$ cat src/rtl/multicycle_ctrl.sv
// Multi-cycle sequencer for the R/I-type CPU datapath: fetch, decode, execute,
// memory and write-back phases on a single clock, with run/step control and halt.
module multicycle_ctrl #(
    parameter int MEM_TMO = 15,
    parameter int TMO_W   = 4,
    parameter int ICNT_W  = 16
) (
    input  logic              clka,
    input  logic              rsta,
    input  logic              run,
    input  logic              step,
    input  logic [5:0]        opa,
    input  logic [5:0]        funca,
    input  logic              mem_rdy,
    output logic              pc_we,
    output logic              ir_we,
    output logic              reg_we,
    output logic              mem_we,
    output logic              mem_re,
    output logic [2:0]        aop,
    output logic              rdts,
    output logic              is,
    output logic              rims,
    output logic              ams,
    output logic [2:0]        state,
    output logic              halted,
    output logic [1:0]        err,
    output logic [ICNT_W-1:0] icnt
);

    typedef enum logic [2:0] {
        S_IDLE = 3'd0,
        S_IF   = 3'd1,
        S_ID   = 3'd2,
        S_EX   = 3'd3,
        S_MEM  = 3'd4,
        S_WB   = 3'd5,
        S_HALT = 3'd6,
        S_BAD  = 3'd7
    } state_t;

    localparam logic [2:0] AOP_AND  = 3'b000;
    localparam logic [2:0] AOP_OR   = 3'b001;
    localparam logic [2:0] AOP_XOR  = 3'b010;
    localparam logic [2:0] AOP_NOR  = 3'b011;
    localparam logic [2:0] AOP_ADD  = 3'b100;
    localparam logic [2:0] AOP_SUB  = 3'b101;
    localparam logic [2:0] AOP_SLTU = 3'b110;
    localparam logic [2:0] AOP_SLLV = 3'b111;

    localparam logic [5:0] OP_RTYPE = 6'b000000;
    localparam logic [5:0] OP_ADDI  = 6'b001000;
    localparam logic [5:0] OP_ANDI  = 6'b001100;
    localparam logic [5:0] OP_ORI   = 6'b001101;
    localparam logic [5:0] OP_XORI  = 6'b001110;
    localparam logic [5:0] OP_SLTIU = 6'b001011;
    localparam logic [5:0] OP_LW    = 6'b100011;
    localparam logic [5:0] OP_SW    = 6'b101011;
    localparam logic [5:0] OP_HALT  = 6'b111111;

    localparam logic [1:0] ERR_NONE = 2'b00;
    localparam logic [1:0] ERR_ILL  = 2'b01;
    localparam logic [1:0] ERR_TMO  = 2'b10;

    localparam logic [TMO_W-1:0] TMO_LIM = TMO_W'(MEM_TMO);

    // Datapath selects captured in ID and held for the rest of the instruction.
    typedef struct packed {
        logic [2:0] aop;
        logic       rdts;
        logic       is;
        logic       rims;
        logic       ams;
        logic       lw;
        logic       sw;
    } sel_t;

    typedef struct packed {
        logic legal;
        logic halt;
        sel_t sel;
    } dec_t;

    function automatic dec_t decode(input logic [5:0] op, input logic [5:0] fn);
        dec_t d;
        d       = '0;
        d.legal = 1'b1;
        case (op)
            OP_RTYPE: begin
                case (fn)
                    6'b100100: d.sel.aop = AOP_AND;
                    6'b100101: d.sel.aop = AOP_OR;
                    6'b100110: d.sel.aop = AOP_XOR;
                    6'b100111: d.sel.aop = AOP_NOR;
                    6'b100000: d.sel.aop = AOP_ADD;
                    6'b100010: d.sel.aop = AOP_SUB;
                    6'b101011: d.sel.aop = AOP_SLTU;
                    6'b000100: d.sel.aop = AOP_SLLV;
                    default:   d.legal   = 1'b0;
                endcase
            end
            OP_ADDI: begin
                d.sel.aop  = AOP_ADD;
                d.sel.rdts = 1'b1;
                d.sel.rims = 1'b1;
                d.sel.is   = 1'b1;
            end
            OP_ANDI: begin
                d.sel.aop  = AOP_AND;
                d.sel.rdts = 1'b1;
                d.sel.rims = 1'b1;
            end
            OP_ORI: begin
                d.sel.aop  = AOP_OR;
                d.sel.rdts = 1'b1;
                d.sel.rims = 1'b1;
            end
            OP_XORI: begin
                d.sel.aop  = AOP_XOR;
                d.sel.rdts = 1'b1;
                d.sel.rims = 1'b1;
            end
            OP_SLTIU: begin
                d.sel.aop  = AOP_SLTU;
                d.sel.rdts = 1'b1;
                d.sel.rims = 1'b1;
                d.sel.is   = 1'b1;
            end
            OP_LW: begin
                d.sel.aop  = AOP_ADD;
                d.sel.rdts = 1'b1;
                d.sel.rims = 1'b1;
                d.sel.is   = 1'b1;
                d.sel.ams  = 1'b1;
                d.sel.lw   = 1'b1;
            end
            OP_SW: begin
                d.sel.aop  = AOP_ADD;
                d.sel.rdts = 1'b1;
                d.sel.rims = 1'b1;
                d.sel.is   = 1'b1;
                d.sel.sw   = 1'b1;
            end
            OP_HALT: begin
                d.legal = 1'b0;
                d.halt  = 1'b1;
            end
            default: d.legal = 1'b0;
        endcase
        return d;
    endfunction

    state_t            state_q, state_d;
    sel_t              sel_q;
    dec_t              dec_now;
    logic [TMO_W-1:0]  wait_cnt;
    logic [1:0]        err_q, err_d;
    logic [ICNT_W-1:0] icnt_q;
    logic              load_sel, retire, cnt_clr, cnt_inc;

    assign dec_now = decode(opa, funca);

    always_ff @(posedge clka or posedge rsta) begin
        if (rsta) begin
            state_q  <= S_IDLE;
            sel_q    <= '0;
            wait_cnt <= '0;
            err_q    <= ERR_NONE;
            icnt_q   <= '0;
        end else begin
            state_q <= state_d;
            err_q   <= err_d;
            if (load_sel) sel_q <= dec_now.sel;
            if (cnt_clr)
                wait_cnt <= '0;
            else if (cnt_inc)
                wait_cnt <= wait_cnt + 1'b1;
            if (retire) icnt_q <= icnt_q + 1'b1;
        end
    end

    always_comb begin
        state_d  = state_q;
        err_d    = err_q;
        load_sel = 1'b0;
        retire   = 1'b0;
        cnt_clr  = 1'b0;
        cnt_inc  = 1'b0;
        pc_we    = 1'b0;
        ir_we    = 1'b0;
        reg_we   = 1'b0;
        mem_we   = 1'b0;
        mem_re   = 1'b0;
        case (state_q)
            S_IDLE: begin
                if (run || step) state_d = S_IF;
            end
            S_IF: begin
                pc_we   = 1'b1;
                ir_we   = 1'b1;
                state_d = S_ID;
            end
            S_ID: begin
                if (dec_now.legal) begin
                    load_sel = 1'b1;
                    state_d  = S_EX;
                end else begin
                    state_d = S_HALT;
                    if (!dec_now.halt) err_d = ERR_ILL;
                end
            end
            S_EX: begin
                cnt_clr = 1'b1;
                state_d = (sel_q.lw || sel_q.sw) ? S_MEM : S_WB;
            end
            S_MEM: begin
                mem_re = sel_q.lw;
                mem_we = sel_q.sw;
                // A ready in the final allowed wait cycle still completes the access.
                if (mem_rdy) begin
                    if (sel_q.lw) begin
                        state_d = S_WB;
                    end else begin
                        retire  = 1'b1;
                        state_d = run ? S_IF : S_IDLE;
                    end
                end else if (wait_cnt == TMO_LIM) begin
                    err_d   = ERR_TMO;
                    state_d = S_HALT;
                end else begin
                    cnt_inc = 1'b1;
                end
            end
            S_WB: begin
                reg_we  = 1'b1;
                retire  = 1'b1;
                state_d = run ? S_IF : S_IDLE;
            end
            S_HALT:  state_d = S_HALT;
            S_BAD:   state_d = S_IDLE;
            default: state_d = S_IDLE;
        endcase
    end

    assign aop    = sel_q.aop;
    assign rdts   = sel_q.rdts;
    assign is     = sel_q.is;
    assign rims   = sel_q.rims;
    assign ams    = sel_q.ams;
    assign state  = state_q;
    assign halted = (state_q == S_HALT);
    assign err    = err_q;
    assign icnt   = icnt_q;

endmodule
$ cat config.mk
export PLATFORM = sky130hd
export DESIGN_NAME = multicycle_ctrl
export DESIGN_NICKNAME = d
export VERILOG_FILES = /design/src/rtl/multicycle_ctrl.sv
export SDC_FILE = /design/constraint.sdc
export NUM_CORES = 1
export LEC_CHECK = 0
export ABC_AREA = 1
export CAP_MARGIN = 25
export CORE_ASPECT_RATIO = 1.2
export CORE_UTILIZATION = 42
export DETAILED_ROUTE_END_ITERATION = 8
export GPL_TIMING_DRIVEN = 1
export PLACE_DENSITY = 0.77
export SETUP_SLACK_MARGIN = 0.4
export SYNTH_ARGS = -nofsm -noshare
export SYNTH_HDL_FRONTEND = slang
export SYNTH_SLANG_ARGS = --single-unit
export TNS_END_PERCENT = 100
$ cat constraint.sdc
create_clock -name clka -period 1.4 [get_ports clka]
set_input_delay 0.21 -clock clka [delete_from_list [all_inputs] [get_ports clka]]
set_output_delay 0.21 -clock clka [all_outputs]
set_load 0.1 [all_outputs]
==> flow_summary.rst, run 1 <==
.. list-table::
   :header-rows: 1

   * - Metric
     - Value
   * - Synthesized instance count
     - 240
   * - CTS root buf
     - sky130_fd_sc_hd__clkbuf_8
   * - Chip Height
     - 75.38 um
   * - Synth Register Bits
     - 32
   * - Syn. warnings
     - 0
   * - Detailed Place HPWL
     - approximately 4.2 mm
   * - Count of cell types in the netlist
     - 32
   * - Net count after synthesis
     - 259
   * - Maximum number of pins on one net before global-route repair
     - 33
   * - Sequential share of the synthesized area
     - 0.4250
   * - Last stage reached
     - global routing
   * - Clock buffer count from CTS
     - 5
   * - # clock sinks
     - 32
   * - CTS max path bufs
     - 2
   * - Quantity of I/O buffers inserted on ports
     - 50
   * - Post-Synthesis Mean Instance Area
     - between 7 and 8 um2
   * - Post-synthesis cell type with the largest combined area
     - sky130_fd_sc_hd__dfrtp_1
   * - Placer Congestion
     - around 0.94
   * - Outcome
     - aborted with a tool error
   * - Error message
     - [ERROR DPL-0038] Utilization greater than 100%, impossible to legalize
   * - Cell row count
     - 26
   * - Initial Utilization
     - 0.4388
   * - Placed Instance Area
     - approximately 3300 um2
   * - Worst_ep kind
     - register data pin
   * - Boundary Pins
     - between 50 and 60
   * - Number of H-tree branching levels
     - 2
   * - Synth Cell Area
     - between 1500 and 2000 um2
   * - Cell types with the largest area share after synthesis
     - sky130_fd_sc_hd__dfrtp_1 (42%), sky130_fd_sc_hd__nand2_1 (10%), sky130_fd_sc_hd__inv_1 (6.8%)
   * - Overall die width
     - ~63 um
   * - Synth top area share
     - 0.4250
   * - Last worst endpoint in the global-route repair_timing
     - icnt[12]$_DFFE_PP0P_/D
[synth_stat cells]
library cell                 n
sky130_fd_sc_hd__o31ai_1     1
sky130_fd_sc_hd__nand4_1     6
sky130_fd_sc_hd__a31oi_1     1
sky130_fd_sc_hd__inv_2       1
sky130_fd_sc_hd__nor2_4      4
sky130_fd_sc_hd__nand3_1    21
sky130_fd_sc_hd__xnor2_1     6
sky130_fd_sc_hd__buf_6       1
sky130_fd_sc_hd__o21ai_0     3
sky130_fd_sc_hd__nor4_1      1
sky130_fd_sc_hd__nor2_1     25
sky130_fd_sc_hd__a211oi_1    1
sky130_fd_sc_hd__nand2_4     1
sky130_fd_sc_hd__o2111ai_1   1
sky130_fd_sc_hd__o21ai_2     4
sky130_fd_sc_hd__xor2_1      9
sky130_fd_sc_hd__o22ai_1     1
sky130_fd_sc_hd__nor2_2      2
sky130_fd_sc_hd__and3_1      2
sky130_fd_sc_hd__nand2_1    50
sky130_fd_sc_hd__o21ai_1     1
sky130_fd_sc_hd__a21oi_1     4
sky130_fd_sc_hd__clkinv_2    1
sky130_fd_sc_hd__nand3b_1    2
sky130_fd_sc_hd__nand3_2     1
sky130_fd_sc_hd__nand2_2     5
sky130_fd_sc_hd__inv_1      34
sky130_fd_sc_hd__nor3_1     11
sky130_fd_sc_hd__dfrtp_1    32
sky130_fd_sc_hd__buf_4       5
sky130_fd_sc_hd__ha_1        2
sky130_fd_sc_hd__o211ai_1    1
[cells by family after synthesis]
group           share of synthesized area
xor+xnor                          0.06972
simple gates                       0.3307
buf+inv                           0.09827
flops                              0.4250
compound gates                    0.06308
fa+ha+maj                         0.01328
[through the flow]
stage	setup TNS (ns)	setup WS, ns	instances
floorplan	-8.600	-0.6645	240
global placement	-6.085	-0.3915	389
detailed placement	-8.233	-0.5262	389
CTS	-5.099	-0.3431	429
[timing repair]
action	4_1_cts
pin swaps	19
hold buffers	0
endpoints found under the setup margin	66
buffers inserted	31
cloned	1
gates resized for setup	78
==> run 2: changes to the inputs <==
CORE_ASPECT_RATIO = default   (was 1.2)
CORE_UTILIZATION = 27   (was 42)
PLACE_DENSITY = default   (was 0.77)
PLACE_DENSITY_LB_ADDON = 0.15   (was default)
SETUP_SLACK_MARGIN = default   (was 0.4)
clock period = 1.8 ns   (was 1.4 ns; I/O delays follow)
==> run 2 against run 1 <==
Compared with the run above: the flow now finishes without violations; area after synthesis is the same; synthesized cell count unchanged.
==> flow_summary.rst, run 2 <==
.. list-table::
   :header-rows: 1

   * - Metric
     - Value
   * - Total routing usage reported by global routing
     - 0.1316
   * - # Post-CTS Setup Buffers
     - 0 (-100%)
   * - Critical path's largest stage delay
     - a little under 0.5 ns
   * - Count of cell types in the netlist
     - 32 (unchanged)
   * - Routed length per placed instance
     - 11.06 um
   * - Clock buffer count from CTS
     - 5 (unchanged)
   * - Final period util
     - 0.9728
   * - Finished Core Util
     - 0.4702
   * - Most used DFF post-synth
     - sky130_fd_sc_hd__dfrtp_1
   * - CTS max path bufs
     - 2 (unchanged)
   * - Setup violators final
     - 0
   * - Most used standard cell by instance count after synthesis
     - sky130_fd_sc_hd__nand2_1
   * - Avg Vias per Cell
     - between 4 and 5
   * - Most used cells in the layout excluding fill and tap cells
     - sky130_fd_sc_hd__nand2_1 (49), sky130_fd_sc_hd__buf_4 (34), sky130_fd_sc_hd__buf_12 (31), sky130_fd_sc_hd__inv_1 (30), sky130_fd_sc_hd__nand3_1 (21)
   * - TritonCTS clock tree
     - built
   * - Synthesized instance count
     - 240 (unchanged)
   * - Overall die width
     - 85.54 um (+35%)
   * - RSZ-0062 raised after global routing
     - no
   * - Share of flip-flops with an asynchronous set or reset
     - 1.000 (unchanged)
   * - Die footprint
     - roughly 7300 um2
   * - Sequential cell area
     - approximately 840 um2
   * - Wire length of the first global-routing pass
     - 7.645 mm
   * - Worst-Skew Late Latency
     - 0.28 ns
   * - Startpoint kind of the worst setup timing path
     - flop
   * - Antenna cells
     - 0
   * - # clock sinks
     - 32 (unchanged)
   * - Clock transition at the registers of the reported paths
     - 0.07 ns
   * - Max Clock Skew
     - 0.002729 ns
   * - Design Area, Final
     - about 3200 um2
   * - Worst slew margin
     - 0.7277
   * - Achievable Freq
     - roughly 0.57 GHz
   * - Number of flip-flops under the largest register name
     - 16
   * - Share of layout cells above drive strength 1
     - 0.3696
   * - Syn. warnings
     - 0 (unchanged)
   * - Leak
     - around 1.5 nW
   * - Pins Over Slew Limit
     - 0
   * - DRT Pass-1 Iters
     - 4
   * - Initial antenna violation count
     - 0
   * - Boundary Pins
     - 51 (unchanged)
   * - Worst voltage drop across the vdd grid
     - between 0.4 and 0.5 mV
   * - Synth Register Bits
     - 32 (unchanged)
   * - Cell chain of the critical path
     - buf_4 > nor3_4 > buf_12
   * - WL final
     - about 4.4 mm
   * - Worst Path Arrival
     - between 1 and 1.5 ns
   * - Sequential share of the synthesized area
     - 0.4250 (unchanged)
   * - Synth top area share
     - 0.4250 (unchanged)
   * - Path type of the worst setup path
     - flop to primary output
   * - Detailed Place HPWL
     - 3.567 mm (-15%)
   * - Post-synthesis cell type with the largest combined area
     - sky130_fd_sc_hd__dfrtp_1
   * - Critical path fanouts, max
     - 5
   * - Cell row count
     - 30 (+15%)
   * - Chip Height
     - 85.54 um (+13%)
   * - Initial Utilization
     - 0.2789 (-0.1599)
   * - Quantity of I/O buffers inserted on ports
     - 50 (unchanged)
   * - Placed Instance Area
     - 3058 um2 (-6.5%)
   * - Post-synth EDFFs
     - 0 (unchanged)
   * - Number of filler cells placed in the layout
     - between 600 and 700
   * - Top post-synthesis cells by count
     - sky130_fd_sc_hd__nand2_1 (50), sky130_fd_sc_hd__inv_1 (34), sky130_fd_sc_hd__dfrtp_1 (32), sky130_fd_sc_hd__nor2_1 (25), sky130_fd_sc_hd__nand3_1 (21)
   * - Critical path capture point type
     - primary output
   * - Area of the core region
     - 6756 um2
   * - Number of nets at the end of the flow
     - roughly 340
   * - Commonest non-fill, non-tap cell in the layout
     - sky130_fd_sc_hd__nand2_1
   * - Area used by multi-input combinational logic
     - a little under 1000 um2
   * - Type of the most critical hold path
     - input port to asynchronous set/reset pin
   * - Slowest cell on crit path
     - sky130_fd_sc_hd__dfrtp_4
   * - Cell types with the largest area share after synthesis
     - sky130_fd_sc_hd__dfrtp_1 (42%), sky130_fd_sc_hd__nand2_1 (10%), sky130_fd_sc_hd__inv_1 (6.8%)
   * - Initial detailed-routing violation count
     - 58
   * - Outcome
     - finished, final reports clean
   * - Number of global-route vias before repair
     - 1,674
   * - Placer Congestion
     - 0.7871 (-16%)
   * - Transition time of the tightest slew-check pin
     - about 0.41 ns
   * - Fin. Hold Viols
     - 0
   * - Post-Synthesis Mean Instance Area
     - 7.851 um2 (unchanged)
   * - CTS root buf
     - sky130_fd_sc_hd__clkbuf_8
   * - Synth Cell Area
     - 1884 um2 (unchanged)
   * - Worst EP required
     - 1.53 ns
   * - Antenna viol nets, final
     - 0
   * - Number of violations of the max-capacitance limit
     - 0
   * - Overflow left after global routing
     - 0
   * - P per Cell Area
     - approximately 1400 nW/um2
   * - DRC errors left
     - 0
   * - Maximum number of pins on one net before global-route repair
     - 33
   * - Area grow syn2layout
     - 68.59%
   * - Number of H-tree branching levels
     - 2 (unchanged)
   * - Net count after synthesis
     - 259 (unchanged)
   * - Minimum clock period
     - between 1.5 and 2 ns
   * - Vias
     - 1,763
[run 2: cell counts after synthesis]
Identical to the previous run, type by type.
[run 2: metal layers]
layer  vias to the layer above  wire length [um]  share of wire  track usage
met5                         -                 0              0            0
met2                        30              2207           0.50       0.2196
met4                         0                53          0.012      0.04091
met1                       800              2039           0.46       0.1692
li1                        928                 -              -            -
met3                         5               144          0.032      0.03080
[run 2: final timing paths]
check,slack [ns],to,cells past startpoint,from
max,0.05,pc_we,3,state[2]
min,0.37,icnt[12],3,rsta
max reg2reg,0.17,icnt[13],12,ams
min reg2reg,0.47,wait_cnt[3],1,wait_cnt[3]
max in group asynchronous,1.10,state[1],3,rsta
min in group clka,0.47,wait_cnt[3],1,wait_cnt[3]
[run 2: cell type report]
type	count	share of cell area
multi-input cells	166	0.3045
flip-flops and latches	32	0.2639
repair buffers	81	0.3261
well taps	80	0.03151
inverters	36	0.04372
clock buffers	7	0.03033
[run 2: what timing repair did]
item / CTS / global route
pin swaps: 1 / 1
setup endpoints to repair: 2 / 14
hold buffers: 0 / 0
resized for setup: 2 / 4
[run 2: critical path: cells and delay by family (launching register included)]
family                 cells  cell delay, ns
buffers and inverters      2            0.40
flip-flops                 1            0.49
AND/OR/NAND/NOR            1            0.32
[run 2: per-stage QoR]
step | std cells | setup slack [ns] | power, W | hold WS [ns] | setup TNS, ns
after global placement | 395 | -0.1309 | 0.003759 | 0.4541 | -1.200
after floorplan | 240 | -0.3250 | 0.002854 | 0.3857 | -0.7602
after detailed placement | 395 | -0.1663 | 0.003770 | 0.4598 | -1.498
final | 402 | 0.04894 | 0.004385 | 0.3688 | 0
after CTS | 402 | 0.01351 | 0.004395 | 0.3936 | 0
after global routing | 402 | 0.002084 | 0.004610 | 0.4182 | 0
[run 2: power breakdown]
group / switching (W) / internal (W) / total (W) / leakage, nW
combinational: 0.00175 / 0.000903 / 0.00266 / 1.06
clock: 0.000262 / 0.000341 / 0.000602 / 0.0503
sequential: 0.000206 / 0.000919 / 0.00112 / 0.406
[run 2: kinds of logic after synthesis]
| family | count (synthesis) | share of synthesized area |
|---|---|---|
| adders and majority gates | 2 | 0.01328 |
| and+or+nand+nor | 131 | 0.3307 |
| DFF | 32 | 0.4250 |
| buffers and inverters | 42 | 0.09827 |
| AOI/OAI and AO/OA | 18 | 0.06308 |
| xor gates and xnor gates | 15 | 0.06972 |
Note: power is estimated with default switching activity, not from simulation.
==> run 3: changes to the inputs <==
ABC_CLOCK_PERIOD_IN_PS = 1800   (was default)
CAP_MARGIN = default   (was 25)
==> results of run 3 <==
Final layout, timing and power as in run 2 (identical DEF).
==> run 4: changes to the inputs <==
REMOVE_ABC_BUFFERS = 1   (was default)
==> run 4 against run 3 <==
Compared with the run above: power is 1.1% higher; maximum frequency up 2.2%; final area up 0.20%; non-clock buffer count is 8 higher; combinational power about the same; sequential share of layout area decreased by 1.2 points; global-route usage is 0.62 points higher; largest cell class unchanged; worst hold slack better by 0.0027 ns; largest power group unchanged; utilization rose by 0.093 points; wire length grew 2.3%; register-to-register slack better by 0.02 ns; highest routed layer unchanged; worst setup slack better by 0.038 ns.
==> flow_summary.rst, run 4 (synthesis results as in run 2) <==
.. list-table::
   :header-rows: 1

   * - Metric
     - Value
   * - Antenna viol nets, final
     - 0 (unchanged)
   * - Worst voltage drop across the vdd grid
     - 0.4523 mV (-6.9%)
   * - Number of H-tree branching levels
     - 2 (unchanged)
   * - Vias
     - 1,819 (+3.2%)
   * - Antenna cells
     - 0 (unchanged)
   * - WL final
     - 4.549 mm (+2.3%)
   * - Number of global-route vias before repair
     - 1,811 (+8.2%)
   * - Minimum clock period
     - 1.713 ns (-0.03822 ns)
   * - Finished Core Util
     - 0.4711 (+0.0009260)
   * - Overflow left after global routing
     - 0 (unchanged)
   * - Most used cells in the layout excluding fill and tap cells
     - sky130_fd_sc_hd__nand2_1 (50), sky130_fd_sc_hd__buf_4 (40), sky130_fd_sc_hd__inv_1 (33), sky130_fd_sc_hd__buf_12 (33), sky130_fd_sc_hd__dfrtp_1 (30)
   * - Avg Vias per Cell
     - 4.426 (+0.92%)
   * - Cell row count
     - 30 (unchanged)
   * - Number of nets at the end of the flow
     - 349 (+2.3%)
   * - Initial antenna violation count
     - 0 (unchanged)
   * - Critical path fanouts, max
     - 5 (unchanged)
   * - Leak
     - 1.567 nW (+3.5%)
   * - Placed Instance Area
     - 3049 um2 (-0.29%)
   * - Number of violations of the max-capacitance limit
     - 0 (unchanged)
   * - Routed length per placed instance
     - 11.07 um (about the same)
   * - Tot Pwr
     - 0.004432 W (+1.1%)
   * - P per Cell Area
     - 1392 nW/um2 (+0.87%)
   * - Commonest non-fill, non-tap cell in the layout
     - sky130_fd_sc_hd__nand2_1
   * - Initial detailed-routing violation count
     - 65 (+12%)
   * - Clock transition at the registers of the reported paths
     - 0.07 ns (about the same)
   * - Total routing usage reported by global routing
     - 0.1377 (+0.006158)
   * - Die footprint
     - 7317 um2 (unchanged)
   * - Design Area, Final
     - 3183 um2 (+0.20%)
   * - Max Clock Skew
     - 0.006505 ns (+0.003776 ns)
   * - Startpoint kind of the worst setup timing path
     - flop
   * - Critical path capture point type
     - primary output
   * - Achievable Freq
     - 0.5838 GHz (+2.2%)
   * - Detailed Place HPWL
     - 3.561 mm (-0.18%)
   * - DRC errors left
     - 0 (unchanged)
   * - Number of flip-flops under the largest register name
     - 16 (unchanged)
   * - Chip Height
     - 85.54 um (unchanged)
   * - # clock sinks
     - 32 (unchanged)
   * - DRT Pass-1 Iters
     - 4 (unchanged)
   * - Type of the most critical hold path
     - input port to asynchronous set/reset pin
   * - Wire length of the first global-routing pass
     - 7.941 mm (+3.9%)
   * - Transition time of the tightest slew-check pin
     - 0.4215 ns (+0.01302 ns)
   * - Initial Utilization
     - 0.2789 (unchanged)
   * - Worst EP required
     - 1.53 ns (about the same)
   * - Maximum number of pins on one net before global-route repair
     - 33 (unchanged)
   * - Overall die width
     - 85.54 um (unchanged)
   * - Fin. Hold Viols
     - 0 (unchanged)
   * - Non-filler instance count after layout
     - 411 (+2.2%)
   * - Setup violators final
     - 0 (unchanged)
   * - Final worst-path setup slack
     - 0.08716 ns (+0.03822 ns)
   * - RSZ-0062 raised after global routing
     - yes
   * - Worst slew margin
     - 0.7190 (-0.008677)
   * - Boundary Pins
     - 51 (unchanged)
   * - CTS max path bufs
     - 2 (unchanged)
   * - Placer Congestion
     - 0.8719 (+11%)
   * - Worst Path Arrival
     - 1.44 ns (-0.04 ns)
   * - Number of placed cells counting well taps
     - 402 (+1.8%)
   * - Setup slack on the worst flop-to-flop path
     - 0.19 ns (+0.02 ns)
   * - Quantity of I/O buffers inserted on ports
     - 50 (unchanged)
   * - Area of the core region
     - 6756 um2 (unchanged)
   * - Area grow syn2layout
     - 68.92%
   * - TritonCTS clock tree
     - built
   * - Worst-Skew Late Latency
     - 0.28 ns (about the same)
   * - Final period util
     - 0.9516 (-0.02124)
   * - Dpl ws
     - -0.1925 ns (-0.02614 ns)
   * - Pins Over Slew Limit
     - 0 (unchanged)
   * - CTS root buf
     - sky130_fd_sc_hd__clkbuf_8
   * - Share of layout cells above drive strength 1
     - 0.3263 (-0.04328)
   * - Path type of the worst setup path
     - flop to primary output
   * - Clock buffer count from CTS
     - 5 (unchanged)
   * - Outcome
     - finished, final reports clean
## run 4: cell types whose count changed in the layout (fill, tap and decap cells not counted), moves of 5 or more
cell | before | now
sky130_fd_sc_hd__nor2_2 | 2 | 7
sky130_fd_sc_hd__dfrtp_2 | 9 | 2
sky130_fd_sc_hd__buf_4 | 34 | 40
sky130_fd_sc_hd__dfrtp_1 | 16 | 30
sky130_fd_sc_hd__dfrtp_4 | 7 | 0
sky130_fd_sc_hd__nor2_4 | 10 | 4
## run 4: critical path, stage by stage (launching register included)
cell and delay [ns]:
sky130_fd_sc_hd__dfrtp_1 0.39, sky130_fd_sc_hd__buf_4 0.16, sky130_fd_sc_hd__nor3_1 0.24, sky130_fd_sc_hd__buf_4 0.19, sky130_fd_sc_hd__buf_12 0.17
## run 4: what timing repair did
| action | CTS | global route |
|---|---|---|
| setup buffers | 0 | 1 |
| resized for setup | 4 | 4 |
| pin swaps | 0 | 0 |
| hold buffers | 0 | 0 |
| setup endpoints to repair | 3 | 11 |
## run 4: path summary, 6_finish.rpt
| kind | from | endpoint | cells past startpoint |
|---|---|---|---|
| min in group clka | wait_cnt[3] | wait_cnt[3] | 1 |
| worst max register to register | state[0] | sel_q[0] | 6 |
| worst min register to register | wait_cnt[3] | wait_cnt[3] | 1 |
| max in group asynchronous | rsta | state[1] | 3 |
| worst max-delay path | state[2] | ir_we | 4 |
| worst min-delay path | rsta | icnt[12] | 3 |
## run 4: report_power, final
group	switching (W)	internal [W]	total, W
Combinational	0.00172	0.000943	0.00267
Clock	0.000287	0.000410	0.000696
Sequential	0.000194	0.000875	0.00107
## run 4: area by class of cell
class                   count  area [um2]
clock buffers               5       68.82
fillers                   685        3573
inverters                  36       136.4
repair buffers             89        1121
flip-flops and latches     32       803.3
clock inverters             3       42.54
multi-input cells         166       910.9
well taps                  80       100.1
## run 4: through the flow
stage | hold WS, ns | setup TNS, ns
3_3_place_gp | 0.4525 | -1.022
6_report | 0.3715 | 0
2_1_floorplan | 0.3862 | -23.06
4_1_cts | 0.3882 | 0
5_1_grt | 0.4057 | -0.03199
3_5_place_dp | 0.4602 | -1.214
## run 4: per-layer routing
metal,vias to the layer above,routed length [um],GRT usage
met5,-,0,0
met3,4,158,0.03272
met4,0,53,0.04091
met2,36,2319,0.2531
li1,947,-,-
met1,832,2017,0.1583
